--- src/rtl/adc_deserializer_pkg.sv ---
// Shared definitions for the ADC capture path and the downstream accumulator:
// sample width, bit-counter width, FSM encoding and a shift helper.
package adc_deserializer_pkg;

  localparam int SAMPLE_W = 16;
  localparam int CNT_W    = $clog2(SAMPLE_W) + 1;

  typedef logic [SAMPLE_W-1:0] sample_t;

  typedef enum logic [1:0] {
    ST_IDLE  = 2'd0,
    ST_SHIFT = 2'd1,
    ST_HOLD  = 2'd2
  } deser_state_e;

  // MSB-first serial data: older bits move toward the MSB.
  function automatic sample_t shift_in(input sample_t word, input logic bit_in);
    return {word[SAMPLE_W-2:0], bit_in};
  endfunction

endpackage

--- src/rtl/adc_deserializer_sync_ff.sv ---
// Single-bit multi-flop synchronizer for signals crossing into the clk domain.
// All stages clear on reset so no stale level is seen after reset release.
module sync_ff #(
  parameter int DEPTH = 2
) (
  input  logic clk,
  input  logic reset_n,
  input  logic d,
  output logic q
);

  logic [DEPTH-1:0] sync_q;
  logic [DEPTH-1:0] sync_d;

  always_comb begin
    sync_d = {sync_q[DEPTH-2:0], d};
  end

  // NOTE: state flops use non-blocking assignments so every stage samples the
  // pre-edge value of its neighbour; blocking here would collapse the chain.
  always_ff @(posedge clk or negedge reset_n) begin
    if (!reset_n) begin
      sync_q <= '0;
    end else begin
      sync_q <= sync_d;
    end
  end

  assign q = sync_q[DEPTH-1];

endmodule

--- src/rtl/adc_deserializer.sv ---
// Captures one channel of an I2S-style ADC stream into 16-bit samples, with a
// one-cycle valid strobe and a frame-error strobe for short frames.
module adc_deserializer
  import adc_deserializer_pkg::*;
#(
  parameter int CHANNEL     = 0,
  parameter int SYNC_STAGES = 2
) (
  input  logic                clk,
  input  logic                reset_n,
  input  logic                adc_bclk,
  input  logic                adc_lrck,
  input  logic                adc_sdata,
  output logic [SAMPLE_W-1:0] sample,
  output logic                sample_valid,
  output logic                frame_err
);

  localparam logic             SEL_LEVEL = (CHANNEL != 0);
  localparam logic [CNT_W-1:0] LAST_BIT  = CNT_W'(SAMPLE_W - 1);

  logic bclk_s;
  logic lrck_s;
  logic sdata_s;

  sync_ff #(.DEPTH(SYNC_STAGES)) u_sync_bclk (
    .clk     (clk),
    .reset_n (reset_n),
    .d       (adc_bclk),
    .q       (bclk_s)
  );

  sync_ff #(.DEPTH(SYNC_STAGES)) u_sync_lrck (
    .clk     (clk),
    .reset_n (reset_n),
    .d       (adc_lrck),
    .q       (lrck_s)
  );

  sync_ff #(.DEPTH(SYNC_STAGES)) u_sync_sdata (
    .clk     (clk),
    .reset_n (reset_n),
    .d       (adc_sdata),
    .q       (sdata_s)
  );

  logic         bclk_prev_q, bclk_prev_d;
  logic         lrck_prev_q, lrck_prev_d;
  logic         bclk_rise;
  logic         lrck_edge;
  logic         lrck_match;

  deser_state_e     state_q, state_d;
  logic [CNT_W-1:0] cnt_q, cnt_d;
  sample_t          shift_q, shift_d;
  sample_t          sample_q, sample_d;
  logic             valid_q, valid_d;
  logic             err_q, err_d;
  sample_t          shift_next;

  // lrck is only looked at on bit-clock rises, so a word-select change is
  // seen on the same bit slot the ADC uses to start the new frame.
  always_comb begin
    bclk_rise   = bclk_s & ~bclk_prev_q;
    lrck_edge   = bclk_rise & (lrck_s ^ lrck_prev_q);
    lrck_match  = (lrck_s == SEL_LEVEL);
    bclk_prev_d = bclk_s;
    lrck_prev_d = bclk_rise ? lrck_s : lrck_prev_q;
    shift_next  = shift_in(shift_q, sdata_s);
  end

  always_ff @(posedge clk or negedge reset_n) begin
    if (!reset_n) begin
      state_q <= ST_IDLE;
    end else begin
      state_q <= state_d;
    end
  end

  // NOTE: every output of a combinational block gets a default first, so no
  // path through the case leaves a signal unassigned and a latch is inferred.
  always_comb begin
    state_d = state_q;
    unique case (state_q)
      ST_IDLE: begin
        if (lrck_edge && lrck_match) state_d = ST_SHIFT;
      end
      ST_SHIFT: begin
        if (lrck_edge) begin
          state_d = ST_IDLE;
        end else if (bclk_rise && (cnt_q == LAST_BIT)) begin
          state_d = ST_HOLD;
        end
      end
      ST_HOLD: begin
        if (lrck_edge) state_d = lrck_match ? ST_SHIFT : ST_IDLE;
      end
      default: state_d = ST_IDLE;
    endcase
  end

  always_comb begin
    cnt_d    = cnt_q;
    shift_d  = shift_q;
    sample_d = sample_q;
    valid_d  = 1'b0;
    err_d    = 1'b0;
    unique case (state_q)
      ST_IDLE, ST_HOLD: begin
        // The edge that opens a frame carries no data bit of this word.
        if (lrck_edge && lrck_match) begin
          cnt_d   = '0;
          shift_d = '0;
        end
      end
      ST_SHIFT: begin
        if (lrck_edge) begin
          err_d   = 1'b1;
          cnt_d   = '0;
          shift_d = '0;
        end else if (bclk_rise) begin
          shift_d = shift_next;
          cnt_d   = cnt_q + 1'b1;
          if (cnt_q == LAST_BIT) begin
            sample_d = shift_next;
            valid_d  = 1'b1;
          end
        end
      end
      default: begin
        cnt_d   = '0;
        shift_d = '0;
      end
    endcase
  end

  always_ff @(posedge clk or negedge reset_n) begin
    if (!reset_n) begin
      bclk_prev_q <= 1'b0;
      lrck_prev_q <= 1'b0;
      cnt_q       <= '0;
      shift_q     <= '0;
      sample_q    <= '0;
      valid_q     <= 1'b0;
      err_q       <= 1'b0;
    end else begin
      bclk_prev_q <= bclk_prev_d;
      lrck_prev_q <= lrck_prev_d;
      cnt_q       <= cnt_d;
      shift_q     <= shift_d;
      sample_q    <= sample_d;
      valid_q     <= valid_d;
      err_q       <= err_d;
    end
  end

  assign sample       = sample_q;
  assign sample_valid = valid_q;
  assign frame_err    = err_q;

endmodule
--- config.mk ---
export PLATFORM = sky130hd
export DESIGN_NAME = adc_deserializer
export DESIGN_NICKNAME = d
export VERILOG_FILES = /design/src/rtl/adc_deserializer_pkg.sv /design/src/rtl/adc_deserializer_sync_ff.sv /design/src/rtl/adc_deserializer.sv
export SDC_FILE = /design/constraint.sdc
export NUM_CORES = 1
export LEC_CHECK = 0
export CAP_MARGIN = 20
export CORE_ASPECT_RATIO = 1.2
export CORE_UTILIZATION = 45
export DETAILED_ROUTE_END_ITERATION = 7
export PLACE_DENSITY = 0.69
export SLEW_MARGIN = 20
export SYNTH_ARGS = -nofsm -noshare
export SYNTH_HDL_FRONTEND = slang
export SYNTH_SLANG_ARGS = --single-unit
--- constraint.sdc ---
create_clock -name clk -period 1.83 [get_ports clk]
set_input_delay 0.366 -clock clk [delete_from_list [all_inputs] [get_ports clk]]
set_output_delay 0.366 -clock clk [all_outputs]
set_load 0.03 [all_outputs]
==> results by group, run 1 <==
Status
  – Outcome: finished, final reports clean

GRT
  – GR Util met3: 5.282%
  – Met1 Usage GRT: 19.86%
  – Met2 usage: 27.60%
  – Total gr overflow: 0
  – GRT Util Overall: 16.59%
  – Initial antenna violation count: 0
  – Gr busiest metal: met2
  – First-pass GRT wire length: 5416 µm
  – Vias in the first global route: 1228
  – Largest net degree at the start of global routing: 25

Detailed routing
  – Iteration-0 DRC count of the detailed router: 53
  – Vias per cell: 5.287
  – Drt first pass iters: 4
  – Drt drc: 0
  – WL per Instance: 14.01 µm
  – Antenna-violating nets left: 0
  – Vias: 1253
  – Final WL: 3320 µm

Layout
  – Nets: 189
  – Design Area, Final: 2395 µm²
  – Share of cells above drive strength 1: 24.04%
  – N_diodes: 0
  – Syn-to-layout area delta: 24.21%

Clock tree
  – Post-CTS Setup Inserts: 0
  – Root Driver: clkbuf_8
  – Clk_lat worst skew: 0.30 ns
  – TritonCTS Sinks: 48
  – H-tree levels: 2
  – Clock-pin transition on the worst setup and hold timing paths: 0.08 ns
  – CTS tree: yes
  – CTS Buf Count: 5
  – Post-cts hold buffer count: 0
  – Maximum root-to-sink buffer count: 2
  – Resized cells post-CTS: 0

Timing
  – RSZ-0062 raised after global routing: no
  – Worst setup margin: 0.1034 ns
  – Worst-Margin Slew: 0.5017 ns
  – WHS: 0.02097 ns
  – Final hold viol count: 0
  – Max frequency: 579.2 MHz
  – Final Max Tran Viols: 0
  – Max_slew headroom: 66.55%
  – Final setup viols: 0
  – Tmin final: 1.727 ns
  – Crit share post-route: 94.35%
  – Sum Neg Setup Slack: 0 ns
  – Clk_skew: 0.003812 ns

Yosys
  – Largest family of logic cells by synthesized area: simple AND/OR/NAND/NOR gates
  – Post-Syn Instances: 152
  – Post-synthesis simple-gate area fraction: 12.26%
  – Post-synthesis xor/xnor area fraction: 0.8436%
  – #FFs+latches synth: 48
  – Register area share after synthesis: 62.30%
  – Synthesized Nets: 159
  – Synth Area in Adders: 1.298%
  – Post-Syn Area: 1928 µm²
  – Yosys cell types: 30
  – Complex-gate fraction of the synthesized area: 7.787%
  – Mux contribution to synthesized area: 12.07%
  – Syn_area_per_cell: 12.68 µm²
  – Yosys warns: 0

Floorplanning
  – FP Rows: 25
  – Die X: 61.76 µm
  – Die Ht: 73.71 µm
  – Die area: 4552 µm²
  – Ports: 23
  – Core area: 4035 µm²
  – Initial Utilization: 47.78%

Worst setup path
  – Setup Crit Path Kind: flop to flop
  – Worst Path Arrival: 1.92 ns
  – CP Max Fanout: 9
  – Critical R2R Launch: cnt_q[0]
  – Crit path from: cnt_q[0]
  – WP data required: 2.02 ns
  – Worst setup SP type: flop
  – Setup crit end kind: flop

Placed design
  – HPWL Detailed: 2168 µm
  – Routability cong.: 0.7787
  – Area after DPL: 2220 µm²
  – Post-Place Setup Slack: 0.02846 ns
  – Number of I/O port buffers: 22

Pwr
  – Worst-case vdd ir drop: 602.6 µV
  – Tot Pwr: 2.354 mW
  – Lkg Pwr: 1.066 nW
  – Power per cell area: 982.8 nW/µm²

Worst hold path
  – HP Class: input port to asynchronous set/reset pin

Job
  – Max_cap viols: 0
-- logic make-up after synthesis --
kind of cell               Yosys count
DFF                                 48
xor gates and xnor gates             1
AOI/OAI and AO/OA                   25
muxes                               18
adders and majority gates            2
and+or+nand+nor                     47
buffers and inverters               11
-- cells in the final DEF, fill, tap and decap left out, drive strengths merged --
master and instances:
or2 1, o31ai 1, nand2b 1, nor2b 1, nand3b 2, nand3 18, xor2 1, nor2 3
o22ai 1, mux2 18, inv 2, bufinv 3, o21ai 17, ha 2, and3 4, clkbuf 5
clkdlybuf4s50 21, a2111oi 1, o21a 1, dfrtp 48, o2bb2ai 2, nand2 17, a211o 1, and2 1
buf 10, a31o 1
-- flip-flops by register name (all words and copies together) (netlist names), 2 cells and up --
signal	cells
cnt_q	5
sample	16
shift_q	15
state_q	2
u_sync_bclk.sync_q	2
u_sync_lrck.sync_q	2
u_sync_sdata.sync_q	2
-- critical path: stages, from the launching register on --
cell	delay (ns)
dfrtp_1	0.39
ha_2	0.21
and3_1	0.15
ha_2	0.20
and3_4	0.30
mux2_2	0.36
-- worst paths after layout --
check,endpoint,slack (ns),depth (start not counted)
max in group asynchronous,shift_q[5],1.23,2
setup reg to reg,sample[1],0.10,5
min in group clk,u_sync_bclk.sync_q[1],0.35,0
setup / recovery,sample[1],0.10,5
hold / removal,shift_q[14],0.02,1
hold reg to reg,u_sync_bclk.sync_q[1],0.35,0
-- area by class of cell --
cell class	instances	area, µm²
fillers	320	1640
repair buffers	31	282.8
multi-input cells	94	676.9
well taps	54	67.56
clock inverters	3	90.09
flip-flops and latches	48	1201
inverters	2	7.507
clock buffers	5	68.82
-- Yosys cell counts --
cell | instances | area [µm²]
nor2_4 | 1 | 11.26
mux2_4 | 8 | 120.1
buf_1 | 1 | 3.750
o2bb2ai_1 | 2 | 17.52
a2111oi_0 | 1 | 8.760
o21ai_0 | 17 | 85.08
clkbuf_1 | 5 | 18.77
o21a_1 | 1 | 7.510
mux2_2 | 10 | 112.6
and3_1 | 2 | 12.51
nand3_1 | 18 | 90.09
or2_2 | 1 | 6.260
buf_2 | 1 | 5.000
o22ai_1 | 1 | 6.260
a211o_1 | 1 | 8.760
buf_12 | 1 | 20.02
nor2b_1 | 1 | 6.260
a31o_2 | 1 | 8.760
o31ai_1 | 1 | 7.510
and2_1 | 1 | 6.260
nor2_1 | 2 | 7.510
buf_6 | 1 | 11.26
nand2b_1 | 1 | 6.260
nand3b_1 | 2 | 15.01
nand2_1 | 17 | 63.81
and3_4 | 1 | 11.26
inv_1 | 2 | 7.510
dfrtp_1 | 48 | 1201
xor2_2 | 1 | 16.27
ha_1 | 2 | 25.02
-- where the power goes --
part / switching (mW) / total [mW] / internal (mW)
Combinational: 0.129 / 0.201 / 0.0719
Sequential: 0.0291 / 1.12 / 1.10
Clock: 0.345 / 1.03 / 0.683
-- metrics by stage --
step,util [%],cells
2_1_floorplan,-,152
3_3_place_gp,55.01,228
3_5_place_dp,55.01,228
4_1_cts,58.95,236
5_1_grt,59.35,237
6_report,59.35,237
-- per-layer routing --
layer | part of all wire [%] | wire length (µm)
met2 | 51 | 1678
met3 | 3.3 | 109
met1 | 45 | 1483
met4 | 1.4 | 48
met5 | 0 | 0
(Power assumes the default switching activity.)
==> run 2, diff against run 1 <==
--- a/config.mk
+++ b/config.mk
@@ -9,7 +9,7 @@
 export CORE_ASPECT_RATIO = 1.2
 export CORE_UTILIZATION = 45
 export DETAILED_ROUTE_END_ITERATION = 7
-export PLACE_DENSITY = 0.69
+export PLACE_DENSITY = 0.67
 export SLEW_MARGIN = 20
 export SYNTH_ARGS = -nofsm -noshare
 export SYNTH_HDL_FRONTEND = slang
==> constraint.sdc (replaced) <==
create_clock -name clk -period 1.6 [get_ports clk]
set_input_delay 0.32 -clock clk [delete_from_list [all_inputs] [get_ports clk]]
set_output_delay 0.32 -clock clk [all_outputs]
set_load 0.03 [all_outputs]
==> run 2 against run 1 <==
  * Sequential share of layout area down 1.1 points
  * Sequential power up 15%
  * Largest cell class unchanged
  * Global-route usage up 1.6 points
==> results by group, run 2 (synthesis results as in run 1) <==
Timing
  – Crit share post-route: 98.75% (was 94.35%)
  – Clk_skew: 0.005142 ns (was 0.003812 ns)
  – Tmin final: 1.580 ns (was 1.727 ns)
  – RSZ-0062 raised after global routing: yes (was no)
  – Final Max Tran Viols: 0 (unchanged)
  – Worst setup margin: 0.02001 ns (was 0.1034 ns)
  – Final setup viols: 0 (unchanged)
  – Worst-Margin Slew: 0.5840 ns (was 0.5017 ns)
  – Max_slew headroom: 61.07% (was 66.55%)
  – Max frequency: 632.9 MHz (was 579.2 MHz)
  – Final hold viol count: 0 (unchanged)

Worst setup path
  – Worst Path Arrival: 1.76 ns (was 1.92 ns)
  – Worst setup SP type: flop (unchanged)
  – Reg2Reg Setup Slack: 0.02 ns (was 0.10 ns)
  – Setup Crit Path Kind: flop to flop (unchanged)
  – Setup crit end kind: flop (unchanged)
  – WP data required: 1.78 ns (was 2.02 ns)
  – CP Max Fanout: 8 (was 9)

Layout
  – Share of cells above drive strength 1: 31.28% (was 24.04%)
  – Syn-to-layout area delta: 26.87% (was 24.21%)
  – Commonest non-fill, non-tap cells in the layout: dfrtp_1, buf_4, nand3_1, dlygate4sd2_1, nand2_1 (was dfrtp_1, clkdlybuf4s50_1, nand3_1, nand2_1, o21ai_0)
  – Nets: 202 (was 189)
  – Most common cell after layout, fill and taps aside: dfrtp_1 (unchanged)
  – Fin cells: 249 (was 237)
  – Largest register FFs: 16 (unchanged)
  – N_diodes: 0 (unchanged)

Detailed routing
  – Vias: 1305 (was 1253)
  – Iteration-0 DRC count of the detailed router: 65 (was 53)
  – Antenna-violating nets left: 0 (unchanged)
  – WL per Instance: 13.88 µm (was 14.01 µm)
  – Drt first pass iters: 4 (unchanged)
  – Final WL: 3457 µm (was 3320 µm)
  – Drt drc: 0 (unchanged)
  – Vias per cell: 5.241 (was 5.287)

Clock tree
  – TritonCTS Sinks: 48 (unchanged)
  – Maximum root-to-sink buffer count: 2 (unchanged)
  – Clock-pin transition on the worst setup and hold timing paths: 0.08 ns (about the same)
  – CTS tree: yes (unchanged)
  – Clk_lat worst skew: 0.29 ns (was 0.30 ns)
  – CTS Buf Count: 5 (unchanged)
  – Root Driver: clkbuf_8 (unchanged)
  – H-tree levels: 2 (unchanged)

Floorplanning
  – FP Rows: 25 (unchanged)
  – Core area: 4035 µm² (unchanged)
  – Initial Utilization: 47.78% (unchanged)
  – Die area: 4552 µm² (unchanged)
  – Die X: 61.76 µm (unchanged)
  – Ports: 23 (unchanged)
  – Die Ht: 73.71 µm (unchanged)

Pwr
  – Power per cell area: 950.7 nW/µm² (was 982.8 nW/µm²)
  – Worst-case vdd ir drop: 662.1 µV (was 602.6 µV)
  – Lkg Pwr: 1.197 nW (was 1.066 nW)

GRT
  – First-pass GRT wire length: 5913 µm (was 5416 µm)
  – Total gr overflow: 0 (unchanged)
  – Largest net degree at the start of global routing: 49 (was 25)
  – Initial antenna violation count: 0 (unchanged)
  – Vias in the first global route: 1259 (was 1228)
  – GRT Util Overall: 18.19% (was 16.59%)

Placed design
  – Number of I/O port buffers: 22 (unchanged)
  – Post-Place Cells: 234 (was 228)
  – Routability cong.: 0.7735 (was 0.7787)
  – HPWL Detailed: 2182 µm (was 2168 µm)
  – Post-Place Setup Slack: -0.1603 ns (was 0.02846 ns)

Status
  – Outcome: finished, final reports clean (unchanged)

Job
  – Max_cap viols: 0 (unchanged)

Worst hold path
  – HP Class: input port to asynchronous set/reset pin (unchanged)
## run 2: changes by cell type in the layout (fill, tap and decap cells not counted), moves of 2 or more
| cell | change |
|---|---|
| and3_4 | +2 |
| buf_4 | +12 |
| bufinv_16 | -3 |
| clkbuf_8 | +2 |
| clkdlybuf4s50_1 | -18 |
| dlygate4sd2_1 | +18 |
## run 2: what timing repair did
item / CTS / global route
endpoints found under the setup margin: 51 / 32
gates resized for setup: 24 / 5
hold buffers: 0 / 0
pin swaps: 0 / 3
gates cloned: 2 / 0
setup buffers: 2 / 4
## run 2: worst paths after layout
check / from / end / cells past startpoint
max: cnt_q[1] / sample[15] / 5
min: reset_n / state_q[1] / 2
max reg2reg: cnt_q[1] / sample[15] / 5
min reg2reg: u_sync_lrck.sync_q[0] / u_sync_lrck.sync_q[1] / 0
max in group asynchronous: reset_n / sample[1] / 2
min in group clk: u_sync_lrck.sync_q[0] / u_sync_lrck.sync_q[1] / 0
## run 2: area by class of cell
cell class / count / area (µm²)
clock buffers: 7 / 96.34
fillers: 348 / 1589
inverters: 2 / 7.507
multi-input cells: 95 / 723.2
flip-flops and latches: 48 / 1201
well taps: 54 / 67.56
repair buffers: 43 / 350.3
## run 2: layer usage
| metal | vias to the layer above | wire length [µm] | GRT usage (%) | part of all wire [%] |
|---|---|---|---|---|
| met4 | 0 | 62 | 7.654 | 1.8 |
| met3 | 7 | 111 | 5.282 | 3.2 |
| met1 | 658 | 1490 | 22.72 | 43 |
| li1 | 614 | - | - | - |
| met5 | - | 0 | 0 | 0 |
| met2 | 26 | 1792 | 29.03 | 52 |
## run 2: metrics by stage
step	util, %	power, mW	setup TNS [ns]	hold WS (ns)	instance area, µm²
final	60.62	2.325	0	0.1150	2446
after floorplan	-	1.439	-0.6520	0.02441	1933
after global routing	60.62	2.453	-0.4529	0.1547	2446
after global placement	56.25	1.554	-1.133	0.3341	2270
after detailed placement	56.25	1.567	-2.244	0.3355	2270
after CTS	59.50	2.350	0	0.1241	2401
## run 2: critical path, cell delays in order, from the launching register on
cell     delay (ns)
dfrtp_1        0.35
ha_2           0.18
and3_4         0.18
ha_4           0.16
and3_4         0.29
mux2_4         0.31
## run 2: power breakdown
| group | total (mW) | internal [mW] | switching (mW) |
|---|---|---|---|
| Clock | 0.743 | 0.385 | 0.359 |
| Sequential | 1.29 | 1.25 | 0.0334 |
| Combinational | 0.295 | 0.127 | 0.168 |
| Total | 2.33 | 1.76 | 0.561 |
